<file path="src/rtl/piso_register.sv">
// Parallel-in, serial-out unload register: captures a word on an accepted load
// and drains it one bit per valid/ready transfer, pulsing done after the last bit.
module piso_register #(
  parameter int WIDTH     = 8,
  parameter bit MSB_FIRST = 1'b1
) (
  input  logic             clk,
  input  logic             rst,
  input  logic [WIDTH-1:0] data_in,
  input  logic             load,
  output logic             ready,
  output logic             ser_out,
  output logic             ser_valid,
  input  logic             ser_ready,
  output logic             busy,
  output logic             done
);

  localparam int CW = $clog2(WIDTH + 1);

  typedef enum logic [1:0] {
    IDLE  = 2'd0,
    SHIFT = 2'd1,
    DONE  = 2'd2
  } state_t;

  state_t           state, state_d;
  logic [WIDTH-1:0] sreg, sreg_d, sreg_sh;
  logic [CW-1:0]    cnt, cnt_d;
  logic             out_bit;

  // Output end and shift direction are fixed at elaboration.
  generate
    if (MSB_FIRST) begin : g_msb
      assign out_bit = sreg[WIDTH-1];
      assign sreg_sh = {sreg[WIDTH-2:0], 1'b0};
    end else begin : g_lsb
      assign out_bit = sreg[0];
      assign sreg_sh = {1'b0, sreg[WIDTH-1:1]};
    end
  endgenerate

  always_ff @(posedge clk) begin
    if (rst) begin
      state <= IDLE;
      sreg  <= '0;
      cnt   <= '0;
    end else begin
      state <= state_d;
      sreg  <= sreg_d;
      cnt   <= cnt_d;
    end
  end

  // Outputs depend only on registered state, never on the inputs.
  always_comb begin
    state_d   = state;
    sreg_d    = sreg;
    cnt_d     = cnt;
    ready     = 1'b0;
    busy      = 1'b0;
    ser_valid = 1'b0;
    ser_out   = 1'b0;
    done      = 1'b0;
    case (state)
      IDLE: begin
        ready = 1'b1;
        if (load) begin
          sreg_d  = data_in;
          cnt_d   = CW'(WIDTH);
          state_d = SHIFT;
        end
      end
      SHIFT: begin
        busy      = 1'b1;
        ser_valid = 1'b1;
        ser_out   = out_bit;
        if (ser_ready) begin
          sreg_d = sreg_sh;
          cnt_d  = cnt - 1'b1;
          if (cnt == CW'(1)) state_d = DONE;
        end
      end
      DONE: begin
        ready = 1'b1;
        done  = 1'b1;
        if (load) begin
          sreg_d  = data_in;
          cnt_d   = CW'(WIDTH);
          state_d = SHIFT;
        end else begin
          state_d = IDLE;
        end
      end
      default: state_d = IDLE;
    endcase
  end

endmodule

</file>
<file path="config.mk">
export PLATFORM = sky130hd
export DESIGN_NAME = piso_register
export DESIGN_NICKNAME = d
export VERILOG_FILES = /design/src/rtl/piso_register.sv
export SDC_FILE = /design/constraint.sdc
export NUM_CORES = 1
export LEC_CHECK = 0
export BUFFER_PORTS_ARGS = -buffer_cell sky130_fd_sc_hd__clkbuf_2
export CAP_MARGIN = 20
export CELL_PAD_IN_SITES_DETAIL_PLACEMENT = 1
export CELL_PAD_IN_SITES_GLOBAL_PLACEMENT = 1
export CORE_MARGIN = 2
export CORE_UTILIZATION = 40
export CTS_CLUSTER_DIAMETER = 60
export DETAILED_ROUTE_END_ITERATION = 12
export GPL_ROUTABILITY_DRIVEN = 0
export PLACE_DENSITY = 0.79
export REMOVE_ABC_BUFFERS = 1
export SKIP_CTS_REPAIR_TIMING = 1
export SYNTH_ARGS = -nofsm -noshare
export SYNTH_HDL_FRONTEND = slang
export SYNTH_SLANG_ARGS = --single-unit
</file>
<file path="constraint.sdc">
create_clock -name clk -period 2.15 [get_ports clk]
set_input_delay 0.5375 -clock clk [delete_from_list [all_inputs] [get_ports clk]]
set_output_delay 0.5375 -clock clk [all_outputs]
set_load 0.01 [all_outputs]
</file>
# Word-level counts from Yosys, hierarchy flattened

Cells that the tools add are included.

Register bits after elaboration: 14
Input port bits: 12
Output and inout bits: 5
Logic and storage cells: 31

Add/sub/neg operators: 1
Eq/ne operators: 7
Muxes and demuxes: 15
Reductions and logical operators: 5

Operators by type and width:

| kind                | number |
|---|---|
| $mux 8              | 2 |
| $pmux 8 s2          | 1 |
| $mux 4              | 2 |
| $pmux 4 s2          | 1 |
| $mux 2              | 3 |
| $ne 2x2->1 const B  | 3 |
| $pmux 2 s3          | 1 |
| $reduce_and 3->1    | 2 |
| $mux 1              | 5 |
| $eq 4x1->1 const B  | 1 |
| $sub 4x1->4 const B | 1 |
| $eq 2x1->1 const B  | 1 |
| $eq 2x2->1 const B  | 1 |
| $logic_not 2->1     | 1 |
| $ne 2x1->1 const B  | 1 |
| $reduce_bool 2->1   | 1 |
| $reduce_or 2->1     | 1 |

# Longest topological paths before layout

Gate-level depths: netlist of the first run.

Word-level depth: 4
Gate-level depth with buffers: 5
Gate-level depth less buffers: 5

# Least setup slack after synthesis of the first run

Ideal clock, no wire load.

Kind: register -> output
Start point: register state[0]
End point: output done
Data arrival time: 816 ps
Data required time: 1612 ps
Path slack: 796 ps
Cell stages (with the launch flop): 4
Path buffers: 2
Cell sequence: dfxtp_1 -> buf_2 -> buf_2 -> nor2b_1

Word-level cells in the longest chain between the ends: 2

RTL lines:

| element                | line | source |
|---|---|---|
| start, declared        | 27   | `state_t state, state_d;` |
| start signal, assigned | 49   | `state <= state_d;` |
| $eq 2x2->1             | 65   | `case (state)` |
| $mux 1                 | 65   |  |
| end, declared          | 16   | `output logic done` |

Every way passes these cells.

# Final worst setup path of the first run

Start point: register state[0]
End point: output ser_out

Word-level cells in the longest chain between the ends: 2

RTL lines:

| element       | line | source |
|---|---|---|
| $eq 2x1->1    | 65   |  |
| $mux 1        | 65   |  |
| end, declared | 12   | `output logic ser_out,` |

Every way passes these cells.

==> run summary, run 1 <==
The flow ran to the end, and the final reports show no timing, DRC or antenna violations. During synthesis, Yosys emitted a total of 0 warnings. The count of H-tree levels built during CTS is 1, and the number of diodes is 0. After legalization and detailed placement, the total HPWL measured 1120 microns.

The area added between synthesis and finish is 17.9%, and the height of the die is 45.4 microns. The final worst slack was 0.314 ns; the switching power as a share of total power was 27.5%. The post-route DRC violation count was 0; the fraction of synthesis flops using an asynchronous set or reset pin was 0%. The tools report the post-placement setup slack as 0.640 ns. In this design, the stage delay of the slowest critical-path cell is 0.54 ns. The via count of the first global-routing pass came out at 588.

The maximum fanout along the worst path was 11; the number of antenna violations at the first check in global routing was 0. The number of top-level pins is 17, and the accumulated negative setup slack is 0 ns. The final routed wire length divided by cell count is 14.1 microns.

The number of violations of the max-capacitance limit is 0, and the switching power summed over all nets is 0.000166 W. The initial utilization of the core area, before any placement, comes to 44.0%. The worst slew slack as a fraction of its limit is 76.6%, and the clock latency at the later pin of the worst-skew pair is 0.29 ns. The tightest min-delay check is of the input port to register type.

The tools report the endpoint of the worst setup timing path as ser_out. The clock drives 14 sinks. Minimum period implied by the final worst setup slack: 1.84 ns. The final count of hold timing violations came out at 0. The die outline area is 0.00206 sq mm, and the number of buffers on the longest clock path is 2. The commonest non-fill, non-tap cell in the layout was clkbuf_2. Sequential elements use 40.9% of the synthesized area. The largest individual stage delay along the critical path comes from the cell dfxtp_1. Detailed-router iteration count before antenna repair: 4. In the layout the commonest cells are clkbuf_2, dfxtp_1, nor3_1, mux2i_1, a211oi_1. The critical path goes through and2b_4 -> and2_1 -> clkbuf_2. Capturing element type of the critical path: an output port.

Wires add up to 1510 microns. After synthesis, the largest area contributor takes up 40.9% of total cell area. Among all flip-flop cells after synthesis, the most frequent one is dfxtp_1.

Counting cells, the worst reg-to-reg path comes to 3. The post-synthesis instance total was 75. The count of nets left with antenna violations after detail routing came out at 0.

The clock transition at the registers of the reported paths was 0.09 ns; the internal power summed over all cells was 0.000437 W. The floorplan core area was 0.00156 sq mm; the number of buffer cells added on primary ports was 16. Between clock sinks in the finished design, the worst skew comes to 0.00164 ns.

The floorplan has 14 rows. For this block, the initial DRC count from the detailed router was 3. The cell family with the largest share of critical-path delay is flip-flops. Tracing the worst setup path back leads to its startpoint at state[0]. The width of the chip was 45.4 microns; the transition time at the pin with the least slew margin was 0.351 ns. In this run the critical register-to-register path is captured at cnt[3]. The maximum frequency from static timing analysis is 545 MHz. For the max-slew violation count, the log shows 0. For this run, the post-layout net count is 106. The buffers plus inverters on the worst setup path was 1. STA classifies the critical path startpoint as a register. The library cell used as clock root buffer is clkbuf_4.

The final setup violation count is 0, and the leakage dissipation is 0.338 nW. The fraction of final layout cells with drive strength greater than 1 is 26.4%. Setup repair after global routing left no endpoint under its margin.

The maximum number of pins on one net before global-route repair was 16. Dividing the final minimum period by the clock period gives 85.4%. Power spread over the standard cell area amounts to 745 mW/mm^2.

For the worst setup path, the data arrival time is 1.30 ns. The average vias per placed instance was 5.71. The mapped netlist covers 686 sq um.

The origin of the critical flop-to-flop path was state[1]. In this run the number of cells on the critical path is 3. Cell taking the most area after synthesis: dfxtp_1. By area the synthesized netlist is led by dfxtp_1, mux2i_1, a211oi_1.

TritonCTS built the clock tree. For the register share of total power, the log shows 49.5%. The number of synthesized flops with an enable pin was 0. The post-synthesis average cell area is 9.14 sq um, and the number of register bits inferred by synthesis is 14.

The tools report the first-pass GRT wire length as 2600 microns. Per report_power, the clock group accounts for 32.4% of the total. The slack of the worst reg-to-reg path is 0.76 ns. The total global routing track utilization is 18.2%, and the final global-route overflow total is 0. The tools report the number of clock buffers inserted by TritonCTS as 3.

The via total after detailed routing came out at 611. The critical setup path kind is register to output port. For the worst setup path, the data required time is 1.61 ns.

After synthesis, the netlist uses 28 different library cells. Share of total power in combinational logic: 18.1%. Across the VDD grid, the largest voltage drop is 395 uV.
[cell type report]
type / instances / area, sq um
inverters: 3 / 11.3
repair buffers: 18 / 95.1
fillers: 199 / 751
clock buffers: 4 / 36.3
multi-input cells: 52 / 365
well taps: 16 / 20.0
flip-flops and latches: 14 / 280
[worst min path at each step]
| stage | startpoint | endpoint | slack (ns) | cells after the start |
|---|---|---|---|---|
| 2_1_floorplan | sreg[0] | sreg[0] | 0.44 | 2 |
| 3_3_place_gp | sreg[0] | sreg[0] | 0.46 | 2 |
| 3_5_place_dp | sreg[0] | sreg[0] | 0.49 | 2 |
| 4_1_cts | data_in[0] | sreg[0] | 0.47 | 3 |
| 5_1_grt | sreg[0] | sreg[0] | 0.51 | 2 |
| 6_report | data_in[0] | sreg[0] | 0.47 | 3 |
[power groups by stage]
stage                     Sequential, W  Combinational (W)  Clock [W]
final                          0.000298           0.000109   0.000195
after global routing           0.000301           0.000123   0.000208
after CTS                      0.000298           0.000111   0.000201
after detailed placement       0.000304           0.000110          0
after global placement         0.000302           0.000107          0
after floorplan                0.000303          0.0000675          0
[metrics by stage]
stage	hold WS [ns]	power (W)	std cells	util (%)	instance area, sq um
floorplan	0.441	0.000370	69	-	657
global placement	0.461	0.000409	103	49.5	772
detailed placement	0.485	0.000414	103	49.5	772
CTS	0.469	0.000611	107	51.8	808
global route	0.507	0.000632	107	51.8	808
finish	0.471	0.000602	107	51.8	808
[registers in the layout (all words and copies together), names as in the netlist]
signal,cells
state,2
sreg,8
cnt,4
[routing by layer]
metal / up-vias / GRT usage [%] / share of wire [%]
met5: - / 0 / 0
met4: 0 / 12.4 / 2.9
met3: 5 / 3.57 / 3.3
met2: 14 / 29.9 / 49
met1: 288 / 21.0 / 45
li1: 304 / - / -
[worst min-delay path, stage by stage]
cell	delay (ns)
clkbuf_2	0.08
nand2_1	0.04
a21oi_1	0.05
[Yosys cell counts (all sizes together), types with 2 or more instances]
cell type / count
mux2i: 7
nand2b: 2
clkbuf: 3
ha: 2
a211oi: 7
a21oi: 3
dfxtp: 14
nand2: 3
buf: 3
or3: 3
nor2b: 2
nor3: 9
inv: 3
nand3: 2
[cells by family after synthesis]
logic type                 share of synthesized area [%]
muxes                                               10.2
buffers and inverters                               5.84
and+or+nand+nor                                     25.2
AOI/OAI and AO/OA                                   13.0
xor gates and xnor gates                            1.28
adders and majority gates                           3.65
DFF                                                 40.9
No activity file was read; power rests on OpenSTA's default activity.
==> inputs of run 2 (changes only) <==
Settings changed: BUFFER_PORTS_ARGS -buffer_cell sky130_fd_sc_hd__clkbuf_2 to -buffer_cell sky130_fd_sc_hd__buf_4, GPL_ROUTABILITY_DRIVEN 0 to default.
==> run summary, run 2 (synthesis results as in run 1) <==
The run finished with clean final reports. Setup repair after global routing left no endpoint under its margin. The final layout contains routed wiring with a total length of 1620 microns. The worst register-to-register path has a depth of 3. STA puts the critical path data arrival time at 1.31 ns.

The logs give 48.9% for the register share of total power and 32.7% for the met2 capacity usage during global routing. VDD sags by at most 379 uV. In this run, placement finished with an instance count of 103. The via count of the first global-routing pass was 641; the initial cell density of the core was 44.0%. The tools report the worst min-delay path endpoint as sreg[0]. Number of buffers on the longest clock path: 2.

Walking the worst path, the cells encountered are and2b_4 -> and2_1 -> buf_4. The worst-path cell with the longest stage delay was dfxtp_1. Flip-flop count of the largest register, all copies and words added: 8. The worst hold path was traced through 2 stages.

After global routing the overflow that remains totals 0. TritonCTS built the clock tree. Global routing used 5.95% of the available met3 tracks. The floorplan step set the die width to 45.4 microns. The logs give 31.6% for the clock share of power and 0 for the max-slew violation count.

The transition time at the pin with the least slew margin is 0.372 ns. The number of diodes was 0; the final setup violation count was 0. Combinational cells account for 19.4% of the total power. Startpoint of the tightest hold check path: sreg[0].

The maximum frequency from static timing analysis is 542 MHz, and the die outline area is 0.00206 sq mm. The worst setup path is launched from a register. For the final count of hold timing violations, the log shows 0. The buffers plus inverters on the worst setup path is 1. In the global route stage, overall resource usage came out at 18.9%. The filler cells instantiated in the layout total 193. Buffers inserted during clock tree synthesis total 3.

In this design, the largest share of critical-path delay is due to flip-flops. For this run, the slowest stage of the critical path takes 0.55 ns. The total area inside the core boundary comes to 0.00156 sq mm. For the switching power summed over all nets, the log shows 0.000165 W.

The endpoint identified for the worst register-to-register timing path is cnt[3]. The critical setup path kind is register to output port. The final worst-path cycle share was 85.8%; the post-placement setup slack was 0.641 ns. In the final layout, the registers with the most flip-flops are sreg x8, cnt x4, state x2. Clock tree synthesis found a total of 14 sinks.

Hold timing on the final database bottoms out at a slack of 0.485 ns. Detailed placement ended at an HPWL of 1220 microns. The worst hold path belongs to the class register to register. For the worst setup path, the data required time is 1.61 ns. Clock-pin slew was measured on the worst setup and hold paths at 0.09 ns. The number of nets in the final layout was 106; the clock latency at the later pin of the worst-skew pair was 0.28 ns.

Leaving out filler cells and counting taps, the final layout contains 107. The tools report the count of H-tree levels built during CTS as 1. The average vias per placed instance came out at 5.62. Detailed routing inserted a total of 601 vias.

Counting flops per register, the top entry is sreg. In this run the worst path has a maximum fanout of 11. For this design the ratio of total power to cell area is 719 mW/mm^2. The initial detailed-routing violation count was 5. Across the routed clock network, the largest skew measured is 0.00820 ns. The maximum number of pins on one net before global-route repair is 16, and the switching power as a share of total power is 27.0%.

The library cell used most frequently in the layout, excluding fill and tap cells, is buf_4. The placer's final routability congestion estimate came out at 0.715. The layer flagged by global routing as most heavily used is met2.

The die is 45.4 microns tall. The run gives 0.349 nW as the leakage dissipation. The startpoint identified for the worst register-to-register timing path is state[1]. Adding up every negative setup slack in the final design gives 0 ns.

Number of antenna violations at the first check in global routing: 0. The run gives 3 as the detailed-router iteration count before antenna repair. The post-route netlist has 26.4% of its cells at a drive strength greater than 1. After layout, the minimum clock period comes to 1.85 ns. Buffers placed on the I/O ports in this run total 16. The count of nets left with antenna violations once routing finished came out at 0. The worst setup path is captured at an output port. The number of top-level pins is 17. In the layout the commonest cells are buf_4, dfxtp_1, nor3_1, mux2i_1, a211oi_1. From synthesis to final layout, the design area changed by 23.7%.

The first global-routing pass estimated 2820 microns of wire. The internal power of the cells totals 0.000445 W. Across all setup checks in the final design, the least slack found is 0.305 ns.

Dividing the detail-routed wire length by the instance count gives 15.1 microns. The tools report the post-route DRC violation count as 0. In this run the tightest slew margin relative to its limit is 75.2%.

Across the run, the number of max-cap violations was 0. Slack of the worst reg-to-reg path: 0.73 ns. Cell row count: 14. For this run, global-route usage on met1 was measured as 23.0%. The number of stages on the worst setup path came out at 3. The library cell used as clock root buffer is clkbuf_4.
==> run 2: cell types whose count changed in the layout (fill, tap and decap cells not counted) <==
| cell | before | now |
|---|---|---|
| buf_4 | 2 | 18 |
| clkbuf_2 | 16 | 0 |
==> run 2: final cells by class <==
cell class              instances  area, sq um  area share (%)
flip-flops and latches         14          280            33.0
repair buffers                 18          135            15.9
inverters                       3         11.3            1.33
well taps                      16         20.0            2.36
multi-input cells              52          365            43.1
clock buffers                   4         36.3            4.28
==> run 2: metal layers <==
metal / vias to the layer above / part of all wire, %
li1: 306 / -
met2: 14 / 50
met1: 281 / 46
met3: 0 / 4.4
met4: 0 / 0
met5: - / 0
==> run 2: worst reg2reg max path: stages (launching register included) <==
cell      delay, ns
dfxtp_1        0.37
or3_1          0.41
or3_1          0.32
a311oi_1       0.24
==> run 2: stage by stage <==
stage          util [%]  total power, W  instance area, sq um
5_1_grt            54.4        0.000647                   848
3_3_place_gp       52.1        0.000418                   812
2_1_floorplan         -        0.000370                   657
4_1_cts            54.4        0.000619                   848
6_report           54.4        0.000610                   848
3_5_place_dp       52.1        0.000424                   812
==> run 2: worst max-delay path by stage <==
| stage | from | to | slack, ns |
|---|---|---|---|
| finish | state[0] | ser_out | 0.30 |
| global route | state[0] | ser_out | 0.22 |
| CTS | state[0] | ser_out | 0.31 |
| detailed placement | state[0] | ser_out | 0.64 |
| floorplan | state[0] | ser_out | 0.50 |
| global placement | state[0] | ser_out | 0.69 |
==> run 2: power by group through the flow <==
stage	Clock [W]	Sequential, W	Combinational, W
6_report	0.000193	0.000299	0.000119
2_1_floorplan	0	0.000303	0.0000675
5_1_grt	0.000212	0.000302	0.000133
4_1_cts	0.000200	0.000299	0.000120
3_5_place_dp	0	0.000304	0.000120
3_3_place_gp	0	0.000303	0.000115
